**config.mk**
```make
export PLATFORM = sky130hd
export DESIGN_NAME = peripheral_mpi_ahb2bus
export DESIGN_NICKNAME = d
export VERILOG_FILES = /design/src/rtl/peripheral_mpi_ahb2bus.sv
export SDC_FILE = /design/constraint.sdc
export NUM_CORES = 1
export LEC_CHECK = 0
export CAP_MARGIN = 25
export CORE_ASPECT_RATIO = 1.5
export CORE_MARGIN = 2
export CORE_UTILIZATION = 36
export DETAILED_ROUTE_END_ITERATION = 6
export GPL_TIMING_DRIVEN = 0
export PLACE_DENSITY_LB_ADDON = 0.1
export SLEW_MARGIN = 20
export SYNTH_ARGS = -nofsm -noshare
export SYNTH_HDL_FRONTEND = slang
export SYNTH_SLANG_ARGS = --single-unit
```
**constraint.sdc**
```tcl
create_clock -name clk -period 4.6 [get_ports clk]
set_input_delay 0.92 -clock clk [delete_from_list [all_inputs] [get_ports clk]]
set_output_delay 0.92 -clock clk [all_outputs]
set_load 0.01 [all_outputs]
```
**src/rtl/peripheral_mpi_ahb2bus.sv**
```systemverilog
// AHB-Lite slave front end driving the generic MPI bus handshake.
// Adds wait states, a two-cycle ERROR response, size/alignment checks and a no-ack watchdog.
module peripheral_mpi_ahb2bus #(
  parameter int PLEN    = 32,
  parameter int XLEN    = 32,
  parameter int TIMEOUT = 255
) (
  input  logic            clk,
  input  logic            rst,
  input  logic            ahb_hsel_i,
  input  logic [PLEN-1:0] ahb_haddr_i,
  input  logic [XLEN-1:0] ahb_hwdata_i,
  input  logic            ahb_hwrite_i,
  input  logic [2:0]      ahb_hsize_i,
  input  logic [1:0]      ahb_htrans_i,
  input  logic            ahb_hready_i,
  output logic [XLEN-1:0] ahb_hrdata_o,
  output logic            ahb_hreadyout_o,
  output logic            ahb_hresp_o,
  output logic [PLEN-1:0] bus_addr,
  output logic            bus_we,
  output logic            bus_en,
  output logic [XLEN-1:0] bus_data_in,
  input  logic [XLEN-1:0] bus_data_out,
  input  logic            bus_ack,
  input  logic            bus_err
);

  typedef enum logic [1:0] {IDLE, ACCESS, ERR1, ERR2} state_t;

  localparam bit          TO_EN   = (TIMEOUT != 0);
  localparam logic [15:0] TO_LAST = 16'((TIMEOUT == 0) ? 0 : TIMEOUT - 1);

  state_t          state, state_nxt;
  logic [15:0]     cnt_p0, cnt_nxt;
  logic [PLEN-1:0] addr_p0;
  logic            we_p0;
  logic [2:0]      size_p0;
  logic            accept, legal, take;
  logic            unused_ok;

  function automatic logic is_legal(input logic [2:0] sz, input logic [1:0] lsb);
    return (sz == 3'd2) && (lsb == 2'b00);
  endfunction

  assign accept = ahb_hsel_i & ahb_hready_i & ahb_htrans_i[1];
  assign legal  = is_legal(ahb_hsize_i, ahb_haddr_i[1:0]);
  // A new address phase is only taken where this slave is completing (or idle).
  assign take   = accept & ((state == IDLE) | (state == ERR2) |
                            ((state == ACCESS) & bus_ack & ~bus_err));

  assign unused_ok = ^{ahb_htrans_i[0], size_p0};

  always_ff @(posedge clk) begin
    if (rst) begin
      state  <= IDLE;
      cnt_p0 <= 16'd0;
    end else begin
      state  <= state_nxt;
      cnt_p0 <= cnt_nxt;
    end
  end

  // Address-phase capture stage
  always_ff @(posedge clk) begin
    if (take) begin
      addr_p0 <= ahb_haddr_i;
      we_p0   <= ahb_hwrite_i;
      size_p0 <= ahb_hsize_i;
    end
  end

  always_comb begin
    state_nxt = state;
    cnt_nxt   = 16'd0;
    case (state)
      IDLE: begin
        if (take) state_nxt = legal ? ACCESS : ERR1;
      end
      ACCESS: begin
        if (bus_err) begin
          state_nxt = ERR1;
        end else if (bus_ack) begin
          if (take) state_nxt = legal ? ACCESS : ERR1;
          else      state_nxt = IDLE;
        end else if (TO_EN && (cnt_p0 == TO_LAST)) begin
          state_nxt = ERR1;
        end else begin
          state_nxt = ACCESS;
          cnt_nxt   = cnt_p0 + 16'd1;
        end
      end
      ERR1: state_nxt = ERR2;
      ERR2: begin
        if (take) state_nxt = legal ? ACCESS : ERR1;
        else      state_nxt = IDLE;
      end
      default: state_nxt = IDLE;
    endcase
  end

  always_comb begin
    ahb_hreadyout_o = 1'b1;
    ahb_hresp_o     = 1'b0;
    ahb_hrdata_o    = '0;
    bus_en          = 1'b0;
    bus_we          = 1'b0;
    bus_addr        = '0;
    bus_data_in     = '0;
    case (state)
      ACCESS: begin
        bus_en          = 1'b1;
        bus_we          = we_p0;
        bus_addr        = addr_p0;
        bus_data_in     = ahb_hwdata_i;
        ahb_hreadyout_o = bus_ack & ~bus_err;
        ahb_hrdata_o    = bus_ack ? bus_data_out : '0;
      end
      ERR1: begin
        ahb_hreadyout_o = 1'b0;
        ahb_hresp_o     = 1'b1;
      end
      ERR2: ahb_hresp_o = 1'b1;
      default: ;
    endcase
  end

endmodule

```
-- Yosys cells after proc, flatten, opt, wreduce, memory -nomap -nowiden
Cells that the tools add are included.
- add/subtract/negate cells: 1
- eq/ne operators: 6
- multiplexer cells: 15
- bitwise operators: 10
- reductions and logical operators: 5
- operators with widths (cell ; count):
    $mux W32 ; 4
    $add A16 B1 Y16 const B ; 1
    $eq A16 B8 Y1 const B ; 1
    $mux W2 ; 6
    $pmux W2 S4 ; 1
    $and A1 B1 Y1 ; 6
    $reduce_or A5 Y1 ; 1
    $eq A2 B2 Y1 const B ; 2
    $logic_not A2 Y1 ; 2
    $eq A3 B2 Y1 const B ; 1
    $mux W1 ; 3
    $eq A2 B1 Y1 const B ; 1
    $ne A2 B2 Y1 const B ; 1
    $not A1 Y1 ; 2
    $or A1 B1 Y1 ; 2
    $pmux W1 S2 ; 1
    $reduce_or A2 Y1 ; 1
    $logic_and A1 B1 Y1 ; 1
- bits in registers: 51
- input port bits: 108

-- Logic depth before layout (Yosys ltp)
Gate-level depths: netlist (run 1).
- word-level depth: 9
- depth in mapped cells: 7
- depth with buffers taken out: 7

-- Worst setup path before layout (run 1)
Ideal clock, no wire load.
- kind: in2reg
- from: input port bus_ack
- to: register addr_p0[0], enable pin
- arrival: 2927 ps
- path slack: 1239 ps
- stages on the path: 4
- buffers on the path: 1
- cell sequence: buf_4 and3b_1 inv_1 a21oi_1
- cells in the longest elaborated chain, start to end: 4
- ends and longest elaborated chain (element ; line ; RTL):
    from (decl) ; 25 ; input logic bus_ack,
    $and A1 B1 Y1 (2 in a row) ; 50 ; ((state == ACCESS) & bus_ack & ~bus_err));
    $or A1 B1 Y1 ; 49 ; assign take = accept & ((state == IDLE) | (state == ERR2) |
    $and A1 B1 Y1 ; 49 ;
    to (signal assigned) ; 67 ; addr_p0 <= ahb_haddr_i;
    to (decl) ; 36 ; logic [PLEN-1:0] addr_p0;
Every way passes these cells.
A chain may end at the register's enable or synchronous reset.

-- Worst setup path in the final report (run 1)
- from: register state[1]
- to: output port bus_addr[18]
- cells in the longest elaborated chain, start to end: 2
- ends and longest elaborated chain (element ; line ; RTL):
    from (decl) ; 34 ; state_t state, state_nxt;
    from (signal assigned) ; 59 ; state <= state_nxt;
    $eq A2 B1 Y1 ; 110 ; case (state)
    $mux W32 ; 110 ;
    to (decl) ; 20 ; output logic [PLEN-1:0] bus_addr,
Every way passes these cells.

==> out/qor.yml, run 1 <==
run_status:
  status: "completed"
clocking:
  htree_levels: 2
  clock-root-buffer: "clkbuf_8"
  cts.path.max_buffers: 2
  tritoncts: "done"
  cts_setup_buffers: 0
  clk_latency_ns: 0.29
  cts_resized: 0
  holdBufCountCts: 0
  path_clk_slew_ns: 0.09
  cts.sinks: 51
  cts_inserted_buffers: 5
worst_hold_path:
  worstHoldPathType: "reg2reg"
routing:
  drcViolationCount: 0
  drt-total-wl_um: 9050
  detail-route-antenna-nets: 0
  drt_first_iter_violations: 86
  wire_per_inst_um: 15.8
  vias: 2669
  drt_first_pass_iters: 4
  viasPerCell: 4.66
critical_path:
  endpoint_kind: "output pin"
  cp_max_fo: 10
  critPathArrivalTime_ns: 2.90
  crit_required_ns: 3.68
  start_kind: "flop"
  crit_type: "reg2out"
layout:
  instances_no_fill: 573
  n_antenna_cell: 0
  final_net_count: 587
  syn_to_final_growth_pct: 87.2
  final_common_cell: "clkdlybuf4s50_1"
  drive_above_1_share: 0.0296
  final_cell_mix: "clkdlybuf4s50_1, and2_1, and3_1, edfxtp_1, dfxtp_1"
sta:
  setup-tns-final_ns: 0
  setup_violations: 0
  relSlewSlack: 0.695
  fmax_mhz: 262
  tightestPinTransition_ns: 0.457
  setup_ws_ns: 0.781
  rsz0062_at_grt: "false"
  fin_skew_ns: 0.00666
  fin_crit_sh: 0.830
  min_period_ns: 3.82
  finalHoldViolCount: 0
  maxSlewViolCount: 0
synthesis:
  synth-edff-count: 33
  ys_seq_elements: 51
  yosys_warnings: 0
  yosysTopAreaCell: "edfxtp_1"
  syn_nets: 374
  synth_top_area_frac: 0.376
  synth_seq_area_share: 0.512
  ys_top_cells_by_area: "edfxtp_1, and2_1, dfxtp_1"
  netlist_instances: 259
  syn_area_per_cell_um2: 10.2
  ys_types: 35
  ys_async_sr_fraction: 0
  synth_ff_type: "edfxtp_1"
  syn_area_um2: 2640
floorplanning:
  die_w_um: 73.9
  start_util: 0.368
  coreArea_um2: 7180
  io_pins: 208
  row_count: 38
  die_area_um2: 8040
  die_h_um: 109
placed_design:
  dp_cells: 565
  routabilityCongestion: 0.862
  dp_hpwl_um: 7680
  place_ws_ns: 1.09
  io_buffers: 205
global_routing:
  antenna_found_initial: 0
  grtUsageTotal: 0.225
  grt_max_degree: 23
  overflow: 0
  grt_pass1_wl_um: 13400
  grt_pass1_vias: 2650
power_and_ir_drop:
  irDropWorstVdd_mv: 0.271
  p_total_mw: 1.30
  power_density_nw_per_um2: 264
  p_leak_nw: 1.83
run:
  cap_violations: 0
[flip-flops by register name (all words and copies together) (netlist names)]
signal   cells
addr_p0     32
we_p0        1
state        2
cnt_p0      16
[layer usage]
layer	vias up	share of wire	GRT usage
met5	-	0	0
met4	0	0.025	0.0740
met3	15	0.080	0.0499
met2	120	0.54	0.427
met1	1222	0.35	0.236
li1	1312	-	-
[cells in the mapped netlist (2+ instances only)]
cell / number
edfxtp_1: 33
ha_1: 7
nand3_1: 5
a21oi_1: 7
and2_1: 66
and3_1: 34
nor2_1: 15
nand2b_1: 2
o21ai_0: 3
dfxtp_1: 18
nand2_1: 11
or3_1: 2
clkbuf_1: 15
inv_1: 5
nand4_1: 4
nor3_1: 3
xor2_1: 6
xnor2_1: 6
[layout make-up]
| cell class | instances | area [µm²] |
|---|---|---|
| plain buffers | 16 | 63.8 |
| clock buffers | 6 | 72.6 |
| clock inverters | 2 | 12.5 |
| fillers | 579 | 2240 |
| inverters | 5 | 18.8 |
| multi-input cells | 187 | 1220 |
| flip-flops and latches | 51 | 1350 |
| well taps | 100 | 125 |
| repair buffers | 206 | 2080 |
[critical path: stages (launching register included)]
cell	delay [ns]
dfxtp_1	0.34
inv_1	0.13
ha_1	0.31
clkbuf_1	0.39
clkbuf_1	0.34
clkbuf_1	0.32
and2_1	0.19
clkdlybuf4s50_1	0.58
[metrics by stage]
stage | hold slack [ns] | cell area, µm² | utilization
final | 0.473 | 4940 | 0.688
after detailed placement | 0.456 | 4850 | 0.676
after floorplan | 0.425 | 2640 | -
after global placement | 0.437 | 4820 | 0.671
after global routing | 0.495 | 4940 | 0.688
after CTS | 0.476 | 4940 | 0.688
[final timing paths]
path / start / endpoint / slack, ns / depth (start not counted)
min: cnt_p0[0]$_SDFF_PP0_ / cnt_p0[0]$_SDFF_PP0_ / 0.47 / 1
max reg2reg: state[1]$_SDFFE_PP0P_ / addr_p0[31]$_DFFE_PN_ / 2.56 / 6
min reg2reg: cnt_p0[0]$_SDFF_PP0_ / cnt_p0[0]$_SDFF_PP0_ / 0.47 / 1
max: state[1]$_SDFFE_PP0P_ / bus_addr[18] / 0.78 / 7
[report_power, final]
group | switching (mW) | total (mW) | internal, mW
Sequential | 0.00894 | 0.526 | 0.517
Clock | 0.139 | 0.245 | 0.106
Combinational | 0.226 | 0.532 | 0.306
[cells by family (layout without fill, tap and decap cells)]
logic type / count (synthesis) / in the layout / share of synthesized area
and+or+nand+nor: 153 / 153 / 0.346
buffers and inverters: 21 / 235 / 0.0313
AOI/OAI and AO/OA: 15 / 15 / 0.0375
adders and majority gates: 7 / 7 / 0.0332
xor gates and xnor gates: 12 / 12 / 0.0398
DFF: 51 / 51 / 0.512
(Power assumes the default switching activity.)
==> inputs of run 2 (changes only) <==
--- a/config.mk
+++ b/config.mk
@@ -8,7 +8,7 @@
 export CAP_MARGIN = 25
 export CORE_ASPECT_RATIO = 1.5
 export CORE_MARGIN = 2
-export CORE_UTILIZATION = 36
+export CORE_UTILIZATION = 33
 export DETAILED_ROUTE_END_ITERATION = 6
 export GPL_TIMING_DRIVEN = 0
 export PLACE_DENSITY_LB_ADDON = 0.1
==> constraint.sdc (replaced) <==
create_clock -name clk -period 3.8 [get_ports clk]
set_input_delay 0.76 -clock clk [delete_from_list [all_inputs] [get_ports clk]]
set_output_delay 0.76 -clock clk [all_outputs]
set_load 0.01 [all_outputs]
==> run 2 against run 1 <==
Compared with the run above:
- combinational power up 21%
- clock-buffer cell count unchanged
- critical path type unchanged
- cell area up 1.8%
==> out/qor.yml, run 2 (same netlist as run 1, synthesis figures left out) <==
run_status:
  status: "completed"  # unchanged
layout:
  final_cell_mix: "clkdlybuf4s50_1, and2_1, and3_1, edfxtp_1, dfxtp_1"  # unchanged
  post-route-util: 0.636  # was 0.688
  final_cell_area_um2: 5030  # was 4940 µm²
  instances_no_fill: 578  # was 573
  drive_above_1_share: 0.0317  # was 0.0296
  n_antenna_cell: 0  # unchanged
  largest_reg_flops: 32  # unchanged
  final_common_cell: "clkdlybuf4s50_1"  # unchanged
  final_net_count: 587  # unchanged
  regMostFlops: "addr_p0"  # unchanged
  syn_to_final_growth_pct: 90.6  # was 87.2%
  reg_top3: "addr_p0 (32), cnt_p0 (16), state (2)"  # unchanged
floorplanning:
  row_count: 40  # was 38
  die_w_um: 77.0  # was 73.9 µm
  die_area_um2: 8740  # was 8040 µm²
  die_h_um: 114  # was 109 µm
  coreArea_um2: 7910  # was 7180 µm²
  io_pins: 208  # unchanged
  start_util: 0.334  # was 0.368
run:
  cap_violations: 0  # unchanged
placed_design:
  place_ws_ns: 0.526  # was 1.09 ns
  dp_hpwl_um: 7550  # was 7680 µm
  dp_cells: 570  # was 565
  placed_cell_area_um2: 4860  # was 4850 µm²
  routabilityCongestion: 0.839  # was 0.862
  io_buffers: 205  # unchanged
worst_hold_path:
  holdPathEnd: "cnt_p0[0]$_SDFF_PP0_"  # unchanged
  worstHoldPathType: "reg2reg"  # unchanged
  hp-start: "cnt_p0[0]$_SDFF_PP0_"  # unchanged
  hold_depth: 1  # unchanged
routing:
  drt-total-wl_um: 9000  # was 9050 µm
  drcViolationCount: 0  # unchanged
  drt_first_pass_iters: 4  # unchanged
  drt_first_iter_violations: 53  # was 86
  vias: 2655  # was 2669
  wire_per_inst_um: 15.6  # was 15.8 µm
  detail-route-antenna-nets: 0  # unchanged
  viasPerCell: 4.59  # was 4.66
critical_path:
  critPathArrivalTime_ns: 2.63  # was 2.90 ns
  r2r_cells: 6  # unchanged
  r2r_slack_ns: 1.84  # was 2.56 ns
  r2r-end: "addr_p0[30]$_DFFE_PN_"  # was addr_p0[31]$_DFFE_PN_
  cp_max_fo: 10  # unchanged
  slowest_delay_ns: 0.58  # about the same
  reg2reg_from: "state[1]$_SDFFE_PP0P_"  # unchanged
  crit_type: "reg2out"  # unchanged
  start_kind: "flop"  # unchanged
  endpoint_kind: "output pin"  # unchanged
  worst_path_max_delay_cell: "clkdlybuf4s50_1"  # unchanged
  crit_required_ns: 3.04  # was 3.68 ns
  path_cells: "inv_1, ha_1, clkbuf_2, clkbuf_1, clkbuf_1, and2_1, clkdlybuf4s50_1"  # was inv_1, ha_1, clkbuf_1, clkbuf_1, clkbuf_1, and2_1, clkdlybuf4s50_1
  worst_path_most_repeated_cell: "clkbuf_1"  # unchanged
sta:
  min_period_ns: 3.39
  fin_skew_ns: 0.00575  # was 0.00666 ns
  setup_violations: 0  # unchanged
  maxSlewViolCount: 0  # unchanged
  relSlewSlack: 0.697  # was 0.695
  tightestPinTransition_ns: 0.454  # was 0.457 ns
  finalHoldViolCount: 0  # unchanged
  setup_ws_ns: 0.408  # was 0.781 ns
  rsz0062_at_grt: "false"  # unchanged
  fin_crit_sh: 0.893
  fmax_mhz: 295
clocking:
  cts.sinks: 51  # unchanged
  holdBufCountCts: 0  # unchanged
  htree_levels: 2  # unchanged
  clk_latency_ns: 0.29  # about the same
  path_clk_slew_ns: 0.07  # was 0.09 ns
  cts.path.max_buffers: 2  # unchanged
  cts_inserted_buffers: 5  # unchanged
  clock-root-buffer: "clkbuf_16"  # was clkbuf_8
  tritoncts: "done"  # unchanged
power_and_ir_drop:
  p_total_mw: 1.78  # was 1.30 mW
  p_leak_nw: 1.87  # was 1.83 nW
  irDropWorstVdd_mv: 0.278  # was 0.271 mV
  power_density_nw_per_um2: 354  # was 264 nW/µm²
global_routing:
  grtUsageTotal: 0.200  # was 0.225
  grt_pass1_wl_um: 13400  # about the same
  overflow: 0  # unchanged
  grt_pass1_vias: 2546  # was 2650
  antenna_found_initial: 0  # unchanged
  grt_max_degree: 23  # unchanged
[run 2: changes by cell type in the layout (fill, tap and decap cells not counted)]
cell	change
bufinv_16	+1
clkbuf_1	-1
clkbuf_16	+5
clkbuf_2	+1
clkbuf_8	-5
clkinvlp_2	-1
[run 2: repair_timing]
| item | CTS | global route |
|---|---|---|
| gates resized for setup | 0 | 2 |
| setup buffers | 0 | 0 |
| setup endpoints to repair | 0 | 10 |
[run 2: final cells by class]
cell class / instances / area (µm²)
buffer: 16 / 65.1
clock buffer: 6 / 129
clock inverter: 2 / 37.5
fill: 722 / 2880
inverter: 5 / 18.8
multi-input combinational: 187 / 1220
sequential: 51 / 1350
tap: 105 / 131
timing repair buffer: 206 / 2080
[run 2: worst max-delay path, delay by kind of cell (launching register included)]
kind | cells | cell delay [ns]
simple gates | 1 | 0.18
fa+ha+maj | 1 | 0.25
flops | 1 | 0.33
buf+inv | 5 | 1.59
[run 2: per-layer routing]
metal | global-route usage | wire [µm]
met5 | 0 | 0
met4 | 0.0940 | 330
met3 | 0.0625 | 768
met2 | 0.363 | 4570
met1 | 0.209 | 3330
[run 2: through the flow]
| step | hold WS (ns) | setup TNS, ns |
|---|---|---|
| floorplan | 0.425 | 0 |
| global placement | 0.438 | -17.66 |
| detailed placement | 0.447 | 0 |
| CTS | 0.462 | 0 |
| global route | 0.492 | 0 |
| finish | 0.458 | 0 |
[run 2: worst max-delay path by stage]
stage / start / endpoint / slack, ns
after floorplan: bus_ack / addr_p0[0]$_DFFE_PN_ / 0.60
after global placement: bus_err / addr_p0[11]$_DFFE_PN_ / -0.54
after detailed placement: state[1]$_SDFFE_PP0P_ / bus_addr[25] / 0.53
after CTS: state[1]$_SDFFE_PP0P_ / bus_addr[25] / 0.21
after global routing: state[1]$_SDFFE_PP0P_ / bus_addr[25] / 0.17
final: state[1]$_SDFFE_PP0P_ / bus_addr[23] / 0.41
[run 2: power by group]
| part | internal [mW] | leakage [nW] | switching [mW] |
|---|---|---|---|
| Combinational | 0.371 | 1.35 | 0.274 |
| Clock | 0.311 | 0.0771 | 0.188 |
| Sequential | 0.627 | 0.447 | 0.0105 |
| Total | 1.31 | 1.87 | 0.472 |
==> inputs of run 3 (changes only) <==
--- a/config.mk
+++ b/config.mk
@@ -12,6 +12,7 @@
 export DETAILED_ROUTE_END_ITERATION = 6
 export GPL_TIMING_DRIVEN = 0
 export PLACE_DENSITY_LB_ADDON = 0.1
+export REMOVE_ABC_BUFFERS = 1
 export SLEW_MARGIN = 20
 export SYNTH_ARGS = -nofsm -noshare
 export SYNTH_HDL_FRONTEND = slang
==> constraint.sdc (replaced) <==
create_clock -name clk -period 3.34 [get_ports clk]
set_input_delay 0.334 -clock clk [delete_from_list [all_inputs] [get_ports clk]]
set_output_delay 0.334 -clock clk [all_outputs]
set_load 0.01 [all_outputs]
==> run 3 against run 2 <==
Compared with the run above:
- first-iteration DRC count increased by 43%
- worst hold slack got worse by 0.0043 ns
- critical endpoint is now ahb_hreadyout_o
- register-to-register slack got worse by 0.98 ns
- largest cell class unchanged
- sequential power increased by 14%
- non-clock buffer count decreased by 15
- worst setup slack improved by 0.10 ns
- clock skew increased by 0.00088 ns
- total power increased by 7.6%
- die area unchanged
- critical path depth decreased by 2
- clock power decreased by 5.0%
- sequential cell count unchanged
==> out/qor.yml, run 3 (same netlist as run 1, synthesis figures left out) <==
critical_path:
  critPathArrivalTime_ns: 2.49  # was 2.63 ns
  crit_required_ns: 3.01  # was 3.04 ns
  r2r_slack_ns: 0.86  # was 1.84 ns
  r2r-end: "addr_p0[9]$_DFFE_PN_"  # was addr_p0[30]$_DFFE_PN_
  endpoint_kind: "output pin"  # unchanged
  cp_max_fo: 37  # was 10
  reg2reg_from: "state[1]$_SDFFE_PP0P_"  # unchanged
  start_kind: "primary input"  # was flop
  r2r_cells: 6  # unchanged
  crit_type: "in2out"  # was reg2out
worst_hold_path:
  holdPathEnd: "cnt_p0[0]$_SDFF_PP0_"  # unchanged
  hold_depth: 1  # unchanged
  worstHoldPathType: "reg2reg"  # unchanged
  hp-start: "cnt_p0[0]$_SDFF_PP0_"  # unchanged
clocking:
  tritoncts: "done"  # unchanged
  clk_latency_ns: 0.28  # was 0.29 ns
  holdBufCountCts: 0  # unchanged
  cts_inserted_buffers: 5  # unchanged
  cts.sinks: 51  # unchanged
  cts_setup_buffers: 0  # unchanged
  htree_levels: 2  # unchanged
  cts_resized: 0  # unchanged
  cts.path.max_buffers: 2  # unchanged
  path_clk_slew_ns: 0.06  # was 0.07 ns
  clock-root-buffer: "clkbuf_16"  # unchanged
layout:
  drive_above_1_share: 0.0306  # was 0.0317
  final_common_cell: "clkdlybuf4s50_1"  # unchanged
  largest_reg_flops: 32  # unchanged
  final_net_count: 572  # was 587
  n_antenna_cell: 0  # unchanged
  regMostFlops: "addr_p0"  # unchanged
  fillCellCount: 714  # was 722
  final_cell_mix: "clkdlybuf4s50_1, and2_1, and3_1, edfxtp_1, dfxtp_1"  # unchanged
  reg_top3: "addr_p0 (32), cnt_p0 (16), state (2)"  # unchanged
  syn_to_final_growth_pct: 88.0  # was 90.6%
power_and_ir_drop:
  irDropWorstVdd_mv: 0.233  # was 0.278 mV
  p_leak_nw: 1.84  # was 1.87 nW
  p_total_mw: 1.92  # was 1.78 mW
  power_density_nw_per_um2: 386  # was 354 nW/µm²
floorplanning:
  coreArea_um2: 7910  # unchanged
  start_util: 0.334  # unchanged
  die_h_um: 114  # unchanged
  row_count: 40  # unchanged
  io_pins: 208  # unchanged
  die_w_um: 77.0  # unchanged
  die_area_um2: 8740  # unchanged
placed_design:
  routabilityCongestion: 0.739  # was 0.839
  dp_hpwl_um: 6530  # was 7550 µm
  io_buffers: 206  # was 205
  place_ws_ns: 0.524  # was 0.526 ns
routing:
  drt_first_iter_violations: 76  # was 53
  vias: 2557  # was 2655
  drcViolationCount: 0  # unchanged
  drt-total-wl_um: 8350  # was 9000 µm
  drt_first_pass_iters: 4  # unchanged
  detail-route-antenna-nets: 0  # unchanged
  wire_per_inst_um: 14.8  # was 15.6 µm
  viasPerCell: 4.54  # was 4.59
run:
  cap_violations: 0  # unchanged
global_routing:
  grt_pass1_wl_um: 12800  # was 13400 µm
  grt_pass1_vias: 2381  # was 2546
  grtUsageTotal: 0.185  # was 0.200
  grt_max_degree: 106  # was 23
  overflow: 0  # unchanged
  antenna_found_initial: 0  # unchanged
sta:
  tightestPinTransition_ns: 0.964  # was 0.454 ns
  fin_crit_sh: 0.846
  fmax_mhz: 354
  min_period_ns: 2.83
  rsz0062_at_grt: "false"  # unchanged
  fin_skew_ns: 0.00663  # was 0.00575 ns
  setup_violations: 0  # unchanged
  maxSlewViolCount: 0  # unchanged
  setup-tns-final_ns: 0  # unchanged
  hold_ws_ns: 0.454  # was 0.458 ns
  relSlewSlack: 0.356  # was 0.697
  setup_ws_ns: 0.513  # was 0.408 ns
  finalHoldViolCount: 0  # unchanged
run_status:
  status: "completed"  # unchanged
[run 3: cell count changes in the layout (fill, tap and decap cells not counted)]
cell / previous run / this run
ha_1: 7 / 6
clkbuf_1: 15 / 1
clkdlybuf4s50_1: 205 / 206
buf_4: 1 / 0
ha_4: 0 / 1
bufinv_16: 1 / 0
clkbuf_2: 1 / 0
clkinv_2: 0 / 1
[run 3: worst max-delay path: stages]
cell and delay (ns):
clkdlybuf4s50_1 1.11, and3b_1 0.30, inv_1 0.10, o21ai_0 0.08
clkdlybuf4s50_1 0.57
[run 3: layout make-up]
type	count	area [µm²]	share of cell area
sequential	51	1350	0.272
clock buffer	6	129	0.0260
inverter	5	18.8	0.00378
tap	105	131	0.0265
multi-input combinational	187	1230	0.248
timing repair buffer	207	2090	0.421
clock inverter	2	12.5	0.00252
[run 3: how the worst max path moves through the flow]
stage	start	to	slack (ns)	cells after the start
after floorplan	state[1]$_SDFFE_PP0P_	addr_p0[0]$_DFFE_PN_	-0.80	5
after global placement	state[1]$_SDFFE_PP0P_	addr_p0[11]$_DFFE_PN_	-2.29	5
after detailed placement	bus_ack	ahb_hreadyout_o	0.52	5
after CTS	state[1]$_SDFFE_PP0P_	ahb_hreadyout_o	0.45	6
after global routing	state[1]$_SDFFE_PP0P_	ahb_hreadyout_o	0.26	6
final	bus_ack	ahb_hreadyout_o	0.51	5
[run 3: report_power, final]
part	switching (mW)	internal (mW)
Clock	0.198	0.276
Sequential	0.0132	0.713
Combinational	0.298	0.417
[run 3: stage by stage]
stage,cell area (µm²),cells,util
4_1_cts,4960,563,0.627
3_5_place_dp,4820,555,0.609
2_1_floorplan,2570,243,-
5_1_grt,4960,563,0.627
6_report,4960,563,0.627
3_3_place_gp,4770,554,0.603
[run 3: per-layer routing]
metal | wire length (µm) | track usage | vias up
met5 | 0 | 0 | -
met4 | 70 | 0.0476 | 0
met3 | 631 | 0.0538 | 4
met2 | 4380 | 0.338 | 97
met1 | 3270 | 0.211 | 1173
li1 | - | - | 1283
